===== config.mk =====
export PLATFORM = sky130hd
export DESIGN_NAME = multicycle_datapath
export DESIGN_NICKNAME = d
export VERILOG_FILES = /design/src/rtl/multicycle_datapath_pkg.sv /design/src/rtl/dp_alu.sv /design/src/rtl/multicycle_datapath.sv
export SDC_FILE = /design/constraint.sdc
export NUM_CORES = 1
export LEC_CHECK = 0
export ABC_AREA = 1
export CORE_MARGIN = 8
export CORE_UTILIZATION = 40
export CTS_BUF_LIST = sky130_fd_sc_hd__clkbuf_8
export CTS_CLUSTER_DIAMETER = 40
export CTS_CLUSTER_SIZE = 8
export DETAILED_ROUTE_END_ITERATION = 10
export PLACE_DENSITY = 0.69
export SYNTH_ARGS = -nofsm -noshare
export SYNTH_HDL_FRONTEND = slang
export SYNTH_SLANG_ARGS = --single-unit

===== constraint.sdc =====
create_clock -name Clock -period 3.5 [get_ports Clock]
set_input_delay 0.525 -clock Clock [delete_from_list [all_inputs] [get_ports Clock]]
set_output_delay 0.525 -clock Clock [all_outputs]
set_load 0.01 [all_outputs]

===== src/rtl/multicycle_datapath_pkg.sv =====
// Shared types and constants for the multi-cycle datapath: FSM states, ALU encodings
// and the fixed 16-bit instruction field layout.
package datapath_pkg;

    typedef enum logic [2:0] {
        S_FETCH,
        S_DECODE,
        S_EXEC,
        S_MEM,
        S_WB,
        S_HALT
    } state_e;

    typedef enum logic [1:0] {
        ALU_ADD   = 2'b00,
        ALU_SUB   = 2'b01,
        ALU_RTYPE = 2'b10,
        ALU_ORI   = 2'b11
    } aluop_e;

    typedef enum logic [1:0] {
        FN_ADD = 2'b00,
        FN_SUB = 2'b01,
        FN_AND = 2'b10,
        FN_OR  = 2'b11
    } funct_e;

    localparam logic [3:0]  OPC_HALT = 4'hF;

    localparam int unsigned INSTR_W  = 16;
    localparam int unsigned NREGS    = 4;
    localparam int unsigned REG_AW   = 2;
    localparam int unsigned IMM_W    = 8;

    localparam int unsigned OPC_MSB  = 15;
    localparam int unsigned OPC_LSB  = 12;
    localparam int unsigned RS_MSB   = 11;
    localparam int unsigned RS_LSB   = 10;
    localparam int unsigned RT_MSB   = 9;
    localparam int unsigned RT_LSB   = 8;
    localparam int unsigned RD_MSB   = 7;
    localparam int unsigned RD_LSB   = 6;
    localparam int unsigned FN_MSB   = 1;
    localparam int unsigned FN_LSB   = 0;
    localparam int unsigned IMM_MSB  = 7;
    localparam int unsigned IMM_LSB  = 0;

endpackage


===== src/rtl/dp_alu.sv =====
// Combinational ALU for the multi-cycle datapath: second-operand select, ALU-class /
// funct decode and the equality flag used by BEQ.
module dp_alu
    import datapath_pkg::*;
#(
    parameter int unsigned DATA_W = 16
) (
    input  logic [DATA_W-1:0] a_i,
    input  logic [DATA_W-1:0] b_i,
    input  logic [DATA_W-1:0] imm_i,
    input  logic              alu_src_i,
    input  logic [1:0]        alu_op_i,
    input  logic [1:0]        funct_i,
    output logic [DATA_W-1:0] result_o,
    output logic              zero_o
);

    logic [DATA_W-1:0] op2;
    logic [DATA_W-1:0] diff;

    always_comb begin
        op2      = alu_src_i ? imm_i : b_i;
        diff     = a_i - op2;
        zero_o   = (diff == '0);
        result_o = '0;
        case (aluop_e'(alu_op_i))
            ALU_ADD: result_o = a_i + op2;
            ALU_SUB: result_o = diff;
            ALU_RTYPE: begin
                case (funct_e'(funct_i))
                    FN_ADD:  result_o = a_i + op2;
                    FN_SUB:  result_o = diff;
                    FN_AND:  result_o = a_i & op2;
                    FN_OR:   result_o = a_i | op2;
                    default: result_o = '0;
                endcase
            end
            ALU_ORI: result_o = a_i | op2;
            default: result_o = '0;
        endcase
    end

endmodule


===== src/rtl/multicycle_datapath.sv =====
// Width-generic multi-cycle datapath sequenced by FETCH/DECODE/EXEC/MEM/WB with
// req/ready handshakes to external instruction and data memories.
module multicycle_datapath
    import datapath_pkg::*;
#(
    parameter int unsigned DATA_W   = 16,
    parameter int unsigned RESET_PC = 10,
    parameter int unsigned PC_INC   = 2
) (
    input  logic                Clock,
    input  logic                Reset_n,
    input  logic                RegDst,
    input  logic                Branch,
    input  logic                MemRead,
    input  logic                MemWrite,
    input  logic                RegWrite,
    input  logic                MemToReg,
    input  logic                ALUSrc,
    input  logic [1:0]          ALUOp,
    output logic [3:0]          opcode,
    output logic                imem_req,
    output logic [DATA_W-1:0]   imem_addr,
    input  logic                imem_ready,
    input  logic [INSTR_W-1:0]  imem_rdata,
    output logic                dmem_req,
    output logic                dmem_we,
    output logic [DATA_W-1:0]   dmem_addr,
    output logic [DATA_W-1:0]   dmem_wdata,
    input  logic                dmem_ready,
    input  logic [DATA_W-1:0]   dmem_rdata,
    output logic                halted,
    output logic [DATA_W-1:0]   pc
);

    localparam logic [DATA_W-1:0] PC_RST  = DATA_W'(RESET_PC);
    localparam logic [DATA_W-1:0] PC_STEP = DATA_W'(PC_INC);

    state_e               state_q;
    logic [DATA_W-1:0]    pc_q;
    logic [INSTR_W-1:0]   ir_q;
    logic [DATA_W-1:0]    a_q;
    logic [DATA_W-1:0]    b_q;
    logic [DATA_W-1:0]    aluout_q;
    logic [DATA_W-1:0]    mdr_q;
    logic [DATA_W-1:0]    regs_q [NREGS];
    logic                 imem_req_q;
    logic                 dmem_req_q;
    logic                 dmem_we_q;
    logic                 halted_q;

    logic [REG_AW-1:0]    rs;
    logic [REG_AW-1:0]    rt;
    logic [REG_AW-1:0]    rd;
    logic [1:0]           funct;
    logic [DATA_W-1:0]    imm_ext;
    logic [DATA_W-1:0]    br_off;
    logic [REG_AW-1:0]    wb_idx_d;
    logic [DATA_W-1:0]    wb_data_d;
    logic [DATA_W-1:0]    alu_res_d;
    logic                 alu_zero_d;

    always_comb begin
        rs        = ir_q[RS_MSB:RS_LSB];
        rt        = ir_q[RT_MSB:RT_LSB];
        rd        = ir_q[RD_MSB:RD_LSB];
        funct     = ir_q[FN_MSB:FN_LSB];
        imm_ext   = {{(DATA_W-IMM_W){ir_q[IMM_MSB]}}, ir_q[IMM_MSB:IMM_LSB]};
        br_off    = {imm_ext[DATA_W-2:0], 1'b0};
        wb_idx_d  = RegDst ? rd : rt;
        wb_data_d = MemToReg ? mdr_q : aluout_q;
    end

    dp_alu #(
        .DATA_W (DATA_W)
    ) u_alu (
        .a_i       (a_q),
        .b_i       (b_q),
        .imm_i     (imm_ext),
        .alu_src_i (ALUSrc),
        .alu_op_i  (ALUOp),
        .funct_i   (funct),
        .result_o  (alu_res_d),
        .zero_o    (alu_zero_d)
    );

    // FETCH raises imem_req one cycle after reset, so a ready seen before the request is never taken.
    always_ff @(posedge Clock or negedge Reset_n) begin
        if (!Reset_n) begin
            state_q    <= S_FETCH;
            pc_q       <= PC_RST;
            ir_q       <= '0;
            a_q        <= '0;
            b_q        <= '0;
            aluout_q   <= '0;
            mdr_q      <= '0;
            imem_req_q <= 1'b0;
            dmem_req_q <= 1'b0;
            dmem_we_q  <= 1'b0;
            halted_q   <= 1'b0;
            for (int unsigned i = 0; i < NREGS; i++) begin
                regs_q[i] <= '0;
            end
        end else begin
            case (state_q)
                S_FETCH: begin
                    if (imem_req_q && imem_ready) begin
                        ir_q       <= imem_rdata;
                        pc_q       <= pc_q + PC_STEP;
                        imem_req_q <= 1'b0;
                        state_q    <= S_DECODE;
                    end else begin
                        imem_req_q <= 1'b1;
                    end
                end
                S_DECODE: begin
                    a_q <= regs_q[rs];
                    b_q <= regs_q[rt];
                    if (ir_q[OPC_MSB:OPC_LSB] == OPC_HALT) begin
                        halted_q <= 1'b1;
                        state_q  <= S_HALT;
                    end else begin
                        state_q  <= S_EXEC;
                    end
                end
                S_EXEC: begin
                    aluout_q <= alu_res_d;
                    if (Branch) begin
                        if (alu_zero_d) begin
                            pc_q <= pc_q + br_off;
                        end
                        imem_req_q <= 1'b1;
                        state_q    <= S_FETCH;
                    end else if (MemRead || MemWrite) begin
                        dmem_req_q <= 1'b1;
                        dmem_we_q  <= MemWrite;
                        state_q    <= S_MEM;
                    end else begin
                        state_q    <= S_WB;
                    end
                end
                S_MEM: begin
                    if (dmem_req_q && dmem_ready) begin
                        dmem_req_q <= 1'b0;
                        dmem_we_q  <= 1'b0;
                        if (dmem_we_q) begin
                            imem_req_q <= 1'b1;
                            state_q    <= S_FETCH;
                        end else begin
                            mdr_q   <= dmem_rdata;
                            state_q <= S_WB;
                        end
                    end
                end
                S_WB: begin
                    if (RegWrite) begin
                        regs_q[wb_idx_d] <= wb_data_d;
                    end
                    imem_req_q <= 1'b1;
                    state_q    <= S_FETCH;
                end
                S_HALT: begin
                    halted_q   <= 1'b1;
                    imem_req_q <= 1'b0;
                    dmem_req_q <= 1'b0;
                    dmem_we_q  <= 1'b0;
                end
                default: begin
                    imem_req_q <= 1'b0;
                    state_q    <= S_FETCH;
                end
            endcase
        end
    end

    assign opcode     = ir_q[OPC_MSB:OPC_LSB];
    assign imem_req   = imem_req_q;
    assign imem_addr  = pc_q;
    assign dmem_req   = dmem_req_q;
    assign dmem_we    = dmem_we_q;
    assign dmem_addr  = aluout_q;
    assign dmem_wdata = b_q;
    assign halted     = halted_q;
    assign pc         = pc_q;

endmodule

==> run_results.csv, run 1 <==
group,metric,value,unit
synth,mappedNetlistArea,11500,sq um
power_and_ir_drop,power-per-cell-area,989,nW/um^2
detailed_routing,drc,0,
setup_path,critPathSlowestCell,"clkdlybuf4s50_1",
synth,synth.distinct_cells,48,
min_path,min-delay-path-class,"primary input to async pin",
setup_path,critical_path_cell_list,"clkdlybuf4s50_1 -> buf_4 -> clkinv_1 -> buf_4 -> a21oi_1 -> ha_1 -> inv_1 -> nand2_2 -> nor3_1 -> and2_1 -> nand2_1 -> nand2_1 -> nand2_1 -> nand2_2 -> nand2_2 -> nor2_2 -> nand3_2 -> nand2_4 -> nand2_4 -> nand2_1 -> nand2_1",
synth,register_bit_total_from_synthesis,166,
final_layout,num-fill-cells,2790,
placement,routabilityCongestion,0.993,
detailed_routing,first_iter_violations,1016,
global_routing,grt_usage,21.8,%
floorplan,initial_core_util,40.3,%
global_routing,first_global_vias,10696,
floorplan,die_area,34400,sq um
sta,final-hold-violation-count,0,
clock_network,cts_tree,"done",
placement,placed_cell_count,2033,
global_routing,initial_antenna_violation_count,0,
floorplan,die_w,185,microns
sta,max_slew_margin,42.0,%
run,timing.max_cap.violations,0,
sta,worst-slew-pin-transition,869,ps
clock_network,clk_path_buf_depth,2,
sta,fin_skew,23.2,ps
setup_path,cp_slowest_stage_delay,550,ps
clock_network,cts.hold.buffers_added,0,
sta,rsz0062_at_grt,"false",
power_and_ir_drop,ir_worst_vdd,0.000332,V
final_layout,area_growth,20.8,%
synth,dominantRegCellSynth,"dfrtp_1",
sta,fmaxAchievable,0.309,GHz
detailed_routing,postRouteAntennaNets,0,
synth,yosys_warnings,0,
global_routing,remaining_overflow_grt,0,
final_layout,diodes_inserted,0,
final_layout,nets,1791,
placement,hpwl,27.9,mm
detailed_routing,drt_wl_total,37.2,mm
floorplan,pin_count,117,
sta,setup_viol,0,
floorplan,design.core.area,28500,sq um
clock_network,cts_num_sinks,166,
sta,timing_max_transition_violations_final,0,
setup_path,setup.worst_path.end_class,"flip-flop",
synth,async_flop_share,100,%
placement,portbufs,114,
global_routing,grt_max_degree,79,
clock_network,cts.htree.levels,4,
setup_path,crit_path_max_fanout,15,
floorplan,die_height,185,microns
final_layout,ratio_of_cells_with_drive_above_1_in_the_final_layout,13.5,%
synth,syn-mean-instance-area,7.59,sq um
synth,sequential_fraction_of_the_synthesis_area,36.2,%
synth,syn_inst,1513,
sta,post-route-period-util,92.5,%
clock_network,root_buffer,"clkbuf_8",
setup_path,worstPathRequired,3850,ps
floorplan,floorplan.rows,62,
setup_path,crit_arrival,3590,ps
status,outcome,"finished, final reports clean",
global_routing,grt_first_pass_wirelength,58.5,mm
clock_network,cts.clk_slew.worst_paths,100,ps
synth,synth_enable_flop_cells,0,
setup_path,timing.setup.critical_path_class,"primary input to flip-flop",
clock_network,clkLatencyLatePin,470,ps
sta,setup_tns,0,ps
detailed_routing,vias_per_inst,5.33,
sta,final_period_minus_worst_setup_slack,3240,ps
final_layout,finish.cell_count_without_fillers,2065,
setup_path,path_buf_inv,5,
power_and_ir_drop,static-leakage-power,6.82,nW
setup_path,critical_path.top_delay_family,"simple AND/OR/NAND/NOR gates",
setup_path,crit_top_cell,"nand2_1",
clock_network,cts_made_buffers,17,
detailed_routing,dr_total_vias,11004,
setup_path,timing.critical_path.from_type,"primary input",
detailed_routing,firstDrtPassIters,6,
detailed_routing,wl_per_cell,18.0,microns
## timing repair
action,4_1_cts,5_1_grt
buffers inserted,0,0
setup endpoints to repair,0,2
gates resized for setup,0,2
## worst paths after layout
path / startpoint / endpoint / slack, ps / cells after the start
hold / removal: Reset_n / regs_q[51]$_DFFE_PN0P_ / 40 / 1
max in group asynchronous: Reset_n / dmem_addr[12]$_DFFE_PN0N_ / 2580 / 2
setup / recovery: ALUSrc / imem_addr[13]$_DFFE_PN0P_ / 260 / 21
hold reg to reg: halted$_DFFE_PN0P_ / halted$_DFFE_PN0P_ / 470 / 2
setup reg to reg: ir_q[0]$_DFFE_PN0P_ / imem_addr[13]$_DFFE_PN0P_ / 360 / 18
min in group Clock: halted$_DFFE_PN0P_ / halted$_DFFE_PN0P_ / 470 / 2
## per-stage QoR
| step | setup WS (ps) | hold WS, ps | cell area, sq um | power, mW | util [%] |
|---|---|---|---|---|---|
| 6_report | 262 | 41.4 | 13900 | 13.7 | 48.8 |
| 2_1_floorplan | 288 | 229 | 11500 | 8.58 | - |
| 3_3_place_gp | -61.0 | 455 | 13500 | 12.0 | 47.4 |
| 5_1_grt | 16.3 | 55.4 | 13900 | 14.8 | 48.8 |
| 3_5_place_dp | -172 | 453 | 13500 | 12.2 | 47.4 |
| 4_1_cts | 316 | 33.6 | 13900 | 13.6 | 48.7 |
## sequential cells by signal (all words and copies together), names as in the netlist, 3 cells and up
register    count
a_q            16
dmem_addr      16
dmem_wdata     16
imem_addr      15
ir_q           16
mdr_q          16
regs_q         64
state_q         3
## logic make-up after synthesis
group	Yosys count	share of synthesized area [%]
AND/OR/NAND/NOR	565	20.9
AO/OA/AOI/OAI	362	16.8
buffers and inverters	252	9.14
flip-flops	166	36.2
adder cells (fa/ha/maj)	78	8.69
multiplexers	67	6.57
XOR/XNOR	22	1.68
other	1	0.0326
## layout make-up
class | count | area, sq um | share of cell area, %
inverter | 175 | 657 | 4.73
multi-input combinational | 1096 | 6290 | 45.4
timing repair buffer | 212 | 1900 | 13.7
sequential | 166 | 4160 | 30.0
tap | 384 | 480 | 3.46
clock buffer | 18 | 248 | 1.78
clock inverter | 14 | 139 | 1.00
## cell usage in the layout (no fill, tap or decap), types with 3 or more instances in the layout
master and n:
o221ai_1 3, nor2_2 9, inv_6 6, mux2_2 55, clkbuf_8 18, a211oi_1 4, nor2_1 103, xor2_1 18
mux2_1 12, a21oi_1 107, o31ai_1 3, inv_2 8, o211ai_1 8, clkdlybuf4s50_1 113, nand2_2 7, nand3b_1 9
buf_4 96, nand3_1 90, inv_1 165, o21a_1 9, nand2_1 314, dfrtp_1 163, ha_1 75, clkinv_1 3
o21bai_1 5, nor3_1 10, o21ai_0 206, or2_2 5, xnor2_1 4, o22ai_1 5, fa_1 3, nand4_1 7
## power breakdown
group,internal [mW],switching (mW)
clock network,0.604,0.806
logic,3.66,5.27
registers,2.70,0.686
## synth_stat cells, drive strengths merged, types with 12 or more instances
cell	n	area, sq um
nand2	323	1240
o21ai	208	1040
inv	172	646
dfrtp	164	4100
nor2	113	444
a21oi	109	553
nand3	92	470
ha	75	938
mux2	67	754
clkbuf	43	161
buf	34	231
xor2	18	158
nor3	12	70.1
## per-layer routing
metal / track usage [%] / wire length (microns)
met1: 28.8 / 16800
met2: 35.6 / 17200
met3: 3.49 / 2200
met4: 7.49 / 998
met5: 0 / 0
Power figures use the tool's default switching activity.
==> inputs of run 2 (changes only) <==
- CTS_CLUSTER_SIZE: 8 -> 28
- DONT_BUFFER_PORTS: unset -> 1
- PLACE_DENSITY: 0.69 -> 0.63
==> run_results.csv, run 2 (synthesized netlist as in run 1, its figures left out) <==
group,metric,value,unit
sta,final-hold-violation-count,164,
setup_path,critPathSlowestCell,"dfrtp_2",
setup_path,worstPathRequired,3860,ps
status,violations_in_the_final_reports,"negative hold slack",
sta,fmaxAchievable,0.315,GHz
global_routing,grt_use_met3,3.86,%
floorplan,die_w,185,microns
detailed_routing,drc,0,
setup_path,crit_arrival,3530,ps
detailed_routing,drt_wl_total,35.1,mm
global_routing,initial_antenna_violation_count,0,
final_layout,diodes_inserted,0,
final_layout,final_common_cell,"nand2_1",
setup_path,critical_path.top_delay_family,"simple AND/OR/NAND/NOR gates",
global_routing,busiest_layer,"met2",
placement,placed_cell_count,1851,
floorplan,die_height,185,microns
final_layout,final_design_area_no_fill,12300,sq um
setup_path,crit_path_max_fanout,16,
run,timing.max_cap.violations,0,
sta,rsz0062_at_grt,"false",
sta,final_period_minus_worst_setup_slack,3170,ps
detailed_routing,first_iter_violations,869,
floorplan,pin_count,117,
clock_network,cts_made_buffers,17,
detailed_routing,wl_per_cell,18.7,microns
min_path,min-delay-path-class,"primary input to async pin",
power_and_ir_drop,power-per-cell-area,997,nW/um^2
clock_network,cts_tree,"done",
detailed_routing,firstDrtPassIters,6,
global_routing,grt_first_pass_wirelength,55.4,mm
final_layout,largest_register_ffs,64,
global_routing,grt_max_degree,167,
power_and_ir_drop,static-leakage-power,6.07,nW
power_and_ir_drop,total_power,12.2,mW
sta,fin_skew,20.9,ps
global_routing,global_route.usage.met2,34.0,%
setup_path,timing.critical_path.from_type,"flip-flop",
clock_network,post-cts-setup-buffers,0,
global_routing,grt_use_met1,26.8,%
placement,hpwl,26.2,mm
power_and_ir_drop,ir_worst_vdd,0.000317,V
detailed_routing,postRouteAntennaNets,0,
sta,setup_tns,0,ps
setup_path,path_buf_inv,3,
floorplan,design.core.area,28500,sq um
sta,worst-slew-pin-transition,1060,ps
floorplan,floorplan.rows,62,
final_layout,finish.cell_count_without_fillers,1881,
final_layout,top_register,"regs_q",
sta,finalHoldWorstSlack,-248,ps
setup_path,cp_slowest_stage_delay,480,ps
placement,portbufs,0,
setup_path,timing.setup.critical_path_class,"flip-flop to flip-flop",
detailed_routing,vias_per_inst,5.41,
clock_network,cts.htree.levels,4,
sta,max_slew_margin,28.9,%
floorplan,initial_core_util,40.3,%
placement,routabilityCongestion,0.943,
final_layout,ratio_of_cells_with_drive_above_1_in_the_final_layout,10.5,%
final_layout,area_growth,6.76,%
sta,post-route-period-util,90.6,%
clock_network,clkLatencyLatePin,480,ps
clock_network,clk_path_buf_depth,2,
global_routing,remaining_overflow_grt,0,
sta,timing_max_transition_violations_final,0,
clock_network,cts_num_sinks,166,
detailed_routing,dr_total_vias,10170,
clock_network,root_buffer,"clkbuf_8",
status,outcome,"finished, violations left",
final_layout,nets,1609,
clock_network,cts.clk_slew.worst_paths,100,ps
sta,setup_viol,0,
global_routing,first_global_vias,9846,
floorplan,die_area,34400,sq um
global_routing,grt_usage,20.7,%
final_layout,layout.cells.most_common_list,"nand2_1 (314), o21ai_0 (205), inv_1 (164), dfrtp_1 (163), a21oi_1 (107)",
setup_path,setup.worst_path.end_class,"flip-flop",
placement,area_post_placement,11800,sq um
setup_path,critical_path_cell_list,"inv_1 -> nand2_1 -> o21ai_1 -> inv_1 -> ha_1 -> inv_1 -> fa_1 -> or2_2 -> nor3_1 -> nand3_1 -> nor2_1 -> nand3_1 -> nor2_2 -> nand3_2 -> nand2_8 -> nand2_4 -> nand2_1 -> nand2_1",
-- run 2: cell type report --
cell class                      count  area, sq um
Fill cell                        2900        16200
Multi-Input combinational cell   1096         6300
Sequential cell                   166         4160
Inverter                          175          657
Tap cell                          384          480
Clock buffer                       18          248
Timing Repair Buffer               30          225
Clock inverter                     12          193
-- run 2: final timing paths --
kind | end | slack [ps] | from | depth (start not counted)
hold / removal | regs_q[53]$_DFFE_PN0P_ | -250 | Reset_n | 0
max in group asynchronous | imem_addr[1]$_DFFE_PN1P_ | 3440 | Reset_n | 0
min in group Clock | mdr_q[0]$_DFFE_PN0P_ | 190 | dmem_rdata[0] | 1
hold reg to reg | regs_q[62]$_DFFE_PN0P_ | 510 | regs_q[62]$_DFFE_PN0P_ | 1
setup / recovery | imem_addr[12]$_DFFE_PN0P_ | 330 | ir_q[0]$_DFFE_PN0P_ | 18
setup reg to reg | imem_addr[12]$_DFFE_PN0P_ | 330 | ir_q[0]$_DFFE_PN0P_ | 18
-- run 2: metal layers --
metal	part of all wire, %	up-vias	wire length (microns)
met5	0	-	0
met2	47	307	16600
li1	-	4924	-
met1	44	4885	15600
met4	2.7	0	943
met3	5.8	54	2050
-- run 2: power by group --
group	total, mW	internal (mW)	leakage (nW)	switching [mW]
sequential	3.61	2.70	2.04	0.909
combinational	7.05	2.41	3.81	4.64
clock	1.57	0.805	0.222	0.761
total	12.2	5.91	6.07	6.31
-- run 2: timing repair --
| action | 4_1_cts | 5_1_grt |
|---|---|---|
| setup endpoints to repair | 0 | 15 |
| resized for setup | 0 | 3 |
| hold endpoints to repair | 166 | 166 |
-- run 2: stage by stage --
stage	utilization (%)	worst slack, ps	hold WS, ps
detailed placement	41.5	223	242
global placement	41.5	261	243
finish	43.1	329	-248
floorplan	-	288	229
global route	43.1	2.86	-281
CTS	43.0	258	-277
==> RTL edit (config.mk and constraints of run 2) <==
Make the reset (`Reset_n`) synchronous in one clocked block.
--- a/src/rtl/multicycle_datapath.sv
+++ b/src/rtl/multicycle_datapath.sv
@@ -86,3 +86,3 @@
     // FETCH raises imem_req one cycle after reset, so a ready seen before the request is never taken.
-    always_ff @(posedge Clock or negedge Reset_n) begin
+    always_ff @(posedge Clock) begin
         if (!Reset_n) begin
Function: differs if Reset_n is asserted again (counterexample within 4 cycles, from zero or initial values and one cycle with Reset_n low); with Reset_n held inactive, the same outputs for 4 cycles.
==> RTL edit against run 2 <==
Global-route usage up 0.18 points. Sequential cell count unchanged. Final area down 2.1%. Setup slack worse by 0.054 ns. Routed wire length up 1.7%. Critical path depth down 1. Power down 19%. Area after synthesis down 2.1%. Largest cell class unchanged. Largest power group unchanged.
==> RTL edit: results <==
{
  "htreeDepth": 4,
  "numCtsBuffers": 17,
  "diodes": 0,
  "whs_ns": 0.1603,
  "worstReg2RegEnd": "imem_addr[15]",
  "synth_common_cells": "nand2_1, nor2_1, o21ai_0, inv_1, a21oi_1",
  "tightest_slew_ns": 1.122,
  "grtUsageTotal_pct": 20.87,
  "drive_above_1_share_pct": 6.932,
  "drt_iter0_markers": 1115,
  "async_reset_ff_share_pct": 0,
  "switchingPower_mw": 4.922,
  "synth_xor_area_share_pct": 1.792,
  "critical_path.top_delay_family": "simple AND/OR/NAND/NOR gates",
  "hp-class": "in2reg",
  "final_cells": 1936,
  "synthMuxAreaShare_pct": 1.581,
  "cts_setup_buffers": 0,
  "place_congestion": 0.9533,
  "synth_edf_count": 64,
  "synth_compound_area_share_pct": 20.08,
  "post-dp-hpwl_mm": 26.78,
  "postSynthCellCount": 1577,
  "seq_area_frac_synth_pct": 35.26,
  "clock_skew_ns": 0.03341,
  "path_clk_slew_ns": 0.12,
  "grt_antenna_before_repair": 0,
  "grt_max_degree": 71,
  "p_comb_mw": 5.43,
  "cp_data_arrival_time_ns": 3.56,
  "rr_startpoint": "dmem_wdata[1]",
  "vias": 10480,
  "totalWireLength_mm": 35.74,
  "cellLeakagePower_nw": 5.353,
  "crit_type": "reg2reg",
  "status": "finished clean",
  "reg2reg_depth": 17,
  "grt_pass1_vias": 9781,
  "placed_cell_area_um2": 11560,
  "nets": 1668,
  "synth_fa_ha_area_share_pct": 8.882,
  "fill_cells": 2879,
  "power_density_nw_per_um2": 820.7,
  "place_worst_setup_slack_ns": 0.1601,
  "grt_pass1_wl_mm": 55.30,
  "synthTopCellsByArea": "dfxtp_1, edfxtp_1, o21ai_0",
  "fmax_mhz": 310.1,
  "fin_util_pct": 43.34,
  "crit_fanout": 25,
  "largest_reg_flops": 64,
  "slowest_stage": "o21ai_0",
  "peakVddDrop_v": 0.0003135,
  "first_pass_iters": 5,
  "seq_power_share_pct": 28.9,
  "cpPeakStageDelay_ns": 0.58,
  "rrSetupSlack_ns": 0.28
}
RTL edit: changes by cell type in the layout (fill, tap and decap cells not counted), sizes merged, moves of 8 or more:
| cell | delta |
|---|---|
| o211ai | +8 |
| mux2 | -53 |
| edfxtp | +64 |
| nand2 | -75 |
| a21oi | +36 |
| dfrtp | -164 |
| o21a | +8 |
| inv | +36 |
| dfxtp | +102 |
| nor2 | +95 |
RTL edit: metal layers:
| metal | track usage [%] | part of all wire, % | vias to the layer above |
|---|---|---|---|
| li1 | - | - | 5127 |
| met1 | 28.12 | 46 | 4917 |
| met2 | 33.64 | 45 | 388 |
| met3 | 3.597 | 6.7 | 47 |
| met4 | 6.441 | 2.5 | 0 |
| met5 | 0 | 0 | - |
RTL edit: layout make-up:
cell class | instances | area share [%]
repair buffers | 35 | 2.188
clock buffers | 19 | 2.178
well taps | 378 | 3.939
multi-input cells | 1115 | 50.61
inverters | 210 | 6.565
clock inverters | 13 | 1.501
flip-flops and latches | 166 | 33.01
